$ cat src/rtl/shadow_store_buffer.sv
// shadow_store_buffer: in-order store FIFO between the shadow register
// controller and the data-cache store port.
//   push_*   : store beats (addr, data, last) from the controller, valid/ready
//   mem_*    : head entry presented to the cache, popped on req && gnt
//   frame_done_o        : one-cycle pulse after the last beat of a frame pops
//   page_offset_i/_match_o : load alias detection against held/incoming stores
//   empty_o, count_o    : occupancy status
module shadow_store_buffer #(
  parameter int unsigned DATA_WIDTH = 64,
  parameter int unsigned DEPTH      = 4
) (
  input  logic                          clk_i,
  input  logic                          rst_ni,
  input  logic                          push_valid_i,
  output logic                          push_ready_o,
  input  logic [DATA_WIDTH-1:0]         push_addr_i,
  input  logic [DATA_WIDTH-1:0]         push_data_i,
  input  logic                          push_last_i,
  output logic                          mem_req_o,
  input  logic                          mem_gnt_i,
  output logic [DATA_WIDTH-1:0]         mem_addr_o,
  output logic [DATA_WIDTH-1:0]         mem_wdata_o,
  output logic [DATA_WIDTH/8-1:0]       mem_be_o,
  output logic                          mem_we_o,
  output logic                          frame_done_o,
  input  logic [11:0]                   page_offset_i,
  output logic                          page_offset_match_o,
  output logic                          empty_o,
  output logic [$clog2(DEPTH):0]        count_o
);

  localparam int unsigned PW    = $clog2(DEPTH);
  localparam int unsigned CW    = PW + 1;
  localparam int unsigned BW    = DATA_WIDTH / 8;
  localparam int unsigned ALIGN = $clog2(BW);

  // Elaboration-time parameter sanity
  if (DATA_WIDTH != 32 && DATA_WIDTH != 64) begin : g_bad_width
    $error("shadow_store_buffer: DATA_WIDTH must be 32 or 64");
  end
  if (DEPTH < 2 || (DEPTH & (DEPTH - 1)) != 0) begin : g_bad_depth
    $error("shadow_store_buffer: DEPTH must be a power of two >= 2");
  end

  logic [DATA_WIDTH-1:0] addr_q [DEPTH];
  logic [DATA_WIDTH-1:0] data_q [DEPTH];
  logic [DEPTH-1:0]      last_q;
  logic [DEPTH-1:0]      valid_q, valid_d;
  logic [PW-1:0]         wptr_q, wptr_d;
  logic [PW-1:0]         rptr_q, rptr_d;
  logic [CW-1:0]         count_q, count_d;
  logic                  frame_done_q, frame_done_d;
  logic                  push_fire;
  logic                  pop_fire;
  logic                  match;
  logic                  page_lsb_unused;

  // Status derived purely from registered occupancy
  assign push_ready_o = (count_q < CW'(DEPTH));
  assign mem_req_o    = (count_q != '0);
  assign mem_we_o     = mem_req_o;
  assign mem_be_o     = {BW{mem_req_o}};
  assign empty_o      = (count_q == '0);
  assign count_o      = count_q;
  assign frame_done_o = frame_done_q;

  // Head entry; held stable under stall because rptr only moves on a pop
  assign mem_addr_o  = addr_q[rptr_q];
  assign mem_wdata_o = data_q[rptr_q];

  assign push_fire = push_valid_i && push_ready_o;
  assign pop_fire  = mem_req_o && mem_gnt_i;

  // Next-state for pointers, occupancy, valid bits and frame-done pulse
  always_comb begin
    wptr_d       = wptr_q;
    rptr_d       = rptr_q;
    count_d      = count_q;
    valid_d      = valid_q;
    frame_done_d = 1'b0;
    if (push_fire) begin
      wptr_d          = wptr_q + PW'(1);
      valid_d[wptr_q] = 1'b1;
    end
    if (pop_fire) begin
      rptr_d          = rptr_q + PW'(1);
      valid_d[rptr_q] = 1'b0;
      frame_done_d    = last_q[rptr_q];
    end
    case ({push_fire, pop_fire})
      2'b10:   count_d = count_q + CW'(1);
      2'b01:   count_d = count_q - CW'(1);
      default: count_d = count_q;
    endcase
  end

  // Control state register
  always_ff @(posedge clk_i or negedge rst_ni) begin
    if (!rst_ni) begin
      wptr_q       <= '0;
      rptr_q       <= '0;
      count_q      <= '0;
      valid_q      <= '0;
      frame_done_q <= 1'b0;
    end else begin
      wptr_q       <= wptr_d;
      rptr_q       <= rptr_d;
      count_q      <= count_d;
      valid_q      <= valid_d;
      frame_done_q <= frame_done_d;
    end
  end

  // Payload storage; contents are only meaningful where valid_q is set
  always_ff @(posedge clk_i) begin
    if (push_fire) begin
      addr_q[wptr_q] <= push_addr_i;
      data_q[wptr_q] <= push_data_i;
      last_q[wptr_q] <= push_last_i;
    end
  end

  // Load alias check at word granularity; an entry popping this cycle still counts
  always_comb begin
    match = 1'b0;
    for (int unsigned i = 0; i < DEPTH; i++) begin
      if (valid_q[i] && (addr_q[i][11:ALIGN] == page_offset_i[11:ALIGN])) begin
        match = 1'b1;
      end
    end
    if (push_fire && (push_addr_i[11:ALIGN] == page_offset_i[11:ALIGN])) begin
      match = 1'b1;
    end
  end
  assign page_offset_match_o = match;

  // Sub-word offset bits do not participate in aliasing
  assign page_lsb_unused = ^page_offset_i[ALIGN-1:0];

endmodule

$ cat config.mk
export PLATFORM = sky130hd
export DESIGN_NAME = shadow_store_buffer
export DESIGN_NICKNAME = d
export VERILOG_FILES = /design/src/rtl/shadow_store_buffer.sv
export SDC_FILE = /design/constraint.sdc
export NUM_CORES = 1
export LEC_CHECK = 0
export BUFFER_PORTS_ARGS = -buffer_cell sky130_fd_sc_hd__clkbuf_2
export CORE_ASPECT_RATIO = 1.25
export CORE_UTILIZATION = 61
export DETAILED_ROUTE_END_ITERATION = 8
export PLACE_DENSITY = 0.84
export SETUP_SLACK_MARGIN = 0.05
export SLEW_MARGIN = 10
export SYNTH_ARGS = -nofsm -noshare
export SYNTH_HDL_FRONTEND = slang
export SYNTH_SLANG_ARGS = --single-unit
$ cat constraint.sdc
create_clock -name clk_i -period 7.04 [get_ports clk_i]
set_input_delay 0.704 -clock clk_i [delete_from_list [all_inputs] [get_ports clk_i]]
set_output_delay 0.704 -clock clk_i [all_outputs]
set_load 0.01 [all_outputs]
; Word-level counts from Yosys, hierarchy flattened
; Memories as Yosys holds them, arrays and structs flattened.
; Index checks and enable logic that the tools add are counted.
[totals]
regBits = 16
mem_bits_rw = 512
output_inout_bits = 145
elab_cells = 57
n_memories = 2
[memory_table]
columns = memory, depth, word_bits, rd, rd_ports_with_merged_regs, write_ports, line
row1 = addr_q, 4, 64, 5, 0, 1, 45  ; logic [DATA_WIDTH-1:0] addr_q [DEPTH];
row2 = data_q, 4, 64, 1, 0, 1, 46  ; logic [DATA_WIDTH-1:0] data_q [DEPTH];
[classes]
n_addsub = 4
order_cmp = 5
eq_ne = 7
muxes = 18
bitwise = 3
reduce_logical = 12
[ops]
columns = operator, n
row1 = 9-bit == test, 5
row2 = 1-bit 2-to-1 mux, 11
row3 = 1-bit logical AND, 9
row4 = 4-bit 2-to-1 mux, 2
row5 = 2-bit by 3-bit < comparator with 1-bit output (second input constant), 2
row6 = 3-bit case mux with 2 select lines, 1
row7 = 2-bit by 1-bit adder with 2-bit output (second input constant), 2
row8 = 4-bit AND, 1
row9 = 4-bit bitwise mux, 1
row10 = 1-bit demux with 2-bit select, 2
row11 = 2-bit by 1-bit >= comparator with 1-bit output (second input constant), 2
row12 = 4-bit inverter, 1
row13 = 4-bit bitwise OR, 1
row14 = 3-bit by 1-bit adder with 3-bit output (second input constant), 1
row15 = 3-bit logical NOT, 1
row16 = 3-bit < comparator (second input constant), 1
row17 = 3-bit nonzero test, 1
row18 = 3-bit by 1-bit subtractor with 3-bit output (second input constant), 1
row19 = 1-bit binary-select mux with 2-bit select, 1
row20 = 2-bit by 1-bit == test with 1-bit output (second input constant), 1
row21 = 2-bit == test (second input constant), 1
row22 = 2-bit nonzero test, 1

; Longest topological paths before layout
[logic_depth]
ltp_word = 8
ltp_mapped = 11

; Worst setup path before layout
; Ideal clock, no wire load.
[synth_timing]
kind = input to register
start = input port push_valid_i
end = memory addr_q[0][0] (enable)
setup_time_ns = 0.504
arrival_ns = 4.057
required_time_ns = 6.536
slack_ns = 2.479
path_stages = 3
n_path_buf = 1
path_cell_list = nor2b_1 > clkbuf_1 > and2_1
[synth_via]
elab_chain_cells = 3
[synth_lines]
columns = item, line
row1 = from (decl), 14  ; input logic push_valid_i,
row2 = 1-bit logical AND, 71  ; assign push_fire = push_valid_i && push_ready_o;
row3 = 1-bit 2-to-1 mux, 116  ; if (push_fire) begin
row4 = 1-bit 2-to-1 mux (not written as such), 117  ; addr_q[wptr_q] <= push_addr_i;
row5 = to (decl), 45
; Every way passes these cells.

; Final worst setup path
[layout_timing]
start = register rptr_q[0]
end = output port mem_wdata_o[16]
[layout_via]
elab_chain_cells = 1
[layout_lines]
columns = item, line
row1 = from (decl), 50  ; logic [PW-1:0] rptr_q, rptr_d;
row2 = from (signal assigned), 107  ; rptr_q <= rptr_d;
row3 = memory read 4 x 64 bit, --
row4 = to (decl), 22  ; output logic [DATA_WIDTH-1:0] mem_wdata_o,
; Every way passes these cells.

==> flow_summary.toml <==
[run_status]
outcome = "complete, no violations"

[setup_path]
critPathLaunchType = "flip-flop"
crit_type = "flip-flop to primary output"
cp_top_family = "buffers and inverters"
worst_setup_path_end_kind = "primary output"
critPathRequiredTime_ns = 6.34
path_cells = "buf_4 > mux4_2 > clkbuf_2"
worst-path-buf-inv = 2
critical_path_peak_fanout = 47
slowest_delay_ns = 0.84
crit_arrival_ns = 3.02
cp_slowest_cell = "buf_4"

[floorplan]
row_count = 73
dieHeight_um = 204.3
dieArea_um2 = 33480
io_pins = 290
die_x_um = 163.9
start_util = 0.6231
core_um2 = 32060

[clocking]
cts_hold_buf = 0
numCtsBuffers = 48
clk_pin_slew_ns = 0.06
post_cts_resized = 0
clockRootBuffer = "clkbuf_16"
htree_num_levels = 2
cts_buffer_depth = 3
cts_setup_buffers = 0
clkSinkCount = 528
worstSkewPairLatency_ns = 0.55
cts_tree = "done"

[sta]
finalHoldViolCount = 0
max_freq_mhz = 268.8
worst_pin_slew_ns = 0.9258
fin_worst_skew_ns = 0.01374
maxSlewViolCount = 0
setup_viol = 0
fin_crit_sh = 0.5284
relSlewSlack = 0.3828
rsz0062_at_grt = "false"
setup_tns_ns = 0
period_minus_slack_ns = 3.720

[global_route]
grt_max_degree = 62
antenna_found_initial = 3
grt_pass1_vias = 9836
overflow = 0
grt_pass1_wl_um = 55940
grt_usage = 0.2315

[yosys]
synthTopCellsByArea = "edfxtp_1 78%, mux4_2 15%, dfrtp_1 1.5%"
ys_types = 26
yosys.area.top_type = "edfxtp_1"
synth_nets = 965
synth.top_cell.area_share = 0.7757
synth_ff_type = "edfxtp_1"
synth_seq_cells = 528
synth-edff-count = 516
yosysWarnings = 0
synth.yosys.seq_area_share = 0.7907
syn_inst = 810
avgSynthCellArea_um2 = 24.66
ys_async_sr_fraction = 0.02273
synth_area_um2 = 19980

[power_and_ir_drop]
leakagePower_nw = 8.011
power_per_cell_area_nw_per_um2 = 396.6
max-vdd-ir-drop_v = 0.0003243

[placed_design]
place_hpwl_um = 22490
numPortBuffers = 286
globalplace.congestion = 0.8058
place_area_um2 = 21590

[route]
wire_per_inst_um = 24.02
routed_wl_um = 37450
viasPerCell = 5.858
vias = 9133
firstDrtPassIters = 5
ant_nets = 0
drt_iter0_drc = 697
drc = 0

[layout]
syn2layout_area_growth_pct = 15.76
drive_above_1_share = 0.4407
fin_nets = 1265
fillers = 1823
fin_area_um2 = 23120

[hold_path]
hold_class = "input pin to async pin"

[run]
cap_violations = 0
-- cells in the mapped netlist, types with 2 or more instances --
cell type,count
edfxtp_1,516
mux4_2,129
xor2_1,34
buf_2,21
xnor2_1,16
dfrtp_1,12
buf_12,11
buf_4,10
inv_1,10
ha_1,9
nor4_1,9
nand4_1,6
a2bb2oi_1,4
and2_1,4
buf_6,3
clkbuf_1,3
nand2_1,2
nor2b_1,2
o21ai_0,2
-- layer usage --
layer,track usage,share of wire,vias to the layer above
met5,0,0.00048,-
met4,0.08796,0.028,4
met3,0.05925,0.069,72
met2,0.4062,0.54,345
met1,0.2740,0.36,4720
li1,-,-,3992
-- worst reg2reg max path, cell delays in order, from the launching register on --
cell and delay (ns):
dfrtp_1 0.40, nor2b_1 0.55, and2_4 0.88, buf_4 0.65
-- cell usage in the layout (no fill, tap or decap), types with 3 or more instances in the layout --
cell type,n
dfrtp_1,10
clkbuf_16,49
xnor2_1,16
clkbuf_2,286
inv_1,10
nand4_1,6
clkinv_1,8
buf_4,13
bufinv_16,5
nor4_1,9
clkinvlp_4,3
a2bb2oi_1,4
xor2_1,34
ha_1,9
edfxtp_1,516
clkbuf_1,7
mux4_2,129
and2_4,4
clkinv_2,12
-- final cells by class --
| class | instances | area (um^2) | share of cell area |
|---|---|---|---|
| flip-flops and latches | 528 | 15800 | 0.6834 |
| multi-input cells | 223 | 3704 | 0.1602 |
| repair buffers | 299 | 1529 | 0.06612 |
| clock buffers | 56 | 1252 | 0.05416 |
| well taps | 412 | 515.5 | 0.02229 |
| clock inverters | 30 | 280.3 | 0.01212 |
| inverters | 10 | 37.54 | 0.001623 |
| diodes | 1 | 2.502 | 0.0001082 |
-- path summary, 6_finish.rpt --
kind                                       from               to  slack, ns  depth (start not counted)
worst max-delay path                  rptr_q[0]  mem_wdata_o[16]       3.32                          3
worst min-delay path                     rst_ni       count_o[0]       0.03                          1
worst max register to register       count_o[2]    data_q[3][22]       4.18                          3
worst min register to register       count_o[0]       count_o[0]       0.53                          1
max in group asynchronous                rst_ni        rptr_q[0]       6.73                          1
min in group clk_i              push_data_i[11]    data_q[0][11]       0.36                          1
-- stage by stage --
stage               power, mW  hold WS (ns)  utilization  setup WS [ns]  cells
finish                  9.171       0.03189       0.7213          3.320   1559
CTS                     9.284       0.01317       0.7212          3.167   1558
detailed placement      6.743        0.5225       0.6734          3.757   1472
global placement        6.686        0.4896       0.6734          3.767   1472
global route            9.563       0.02692       0.7213          3.055   1559
floorplan               5.998        0.4084            -          2.479    810
-- registers in the layout, indices dropped and copies added, names as in the netlist --
register	flops
wptr_q	2
data_q	256
frame_done_o	1
last_q	4
count_o	3
rptr_q	2
valid_q	4
addr_q	256
-- cell families (layout without fill, tap and decap cells) --
group	after synthesis	after routing	synth area share
adder cells (fa/ha/maj)	10	10	0.006640
buffers and inverters	59	395	0.02437
XOR/XNOR	50	50	0.02192
AND/OR/NAND/NOR	26	26	0.007704
multiplexers	130	130	0.1459
AO/OA/AOI/OAI	7	7	0.002693
other	0	1	0
flip-flops	528	528	0.7907
-- power breakdown --
group | switching (mW) | internal [mW] | leakage [nW]
Combinational | 1.33 | 1.15 | 2.43
Sequential | 0.225 | 3.94 | 4.83
Clock | 1.07 | 1.46 | 0.751
Total | 2.63 | 6.54 | 8.01
No activity file was read; power rests on OpenSTA's default activity.
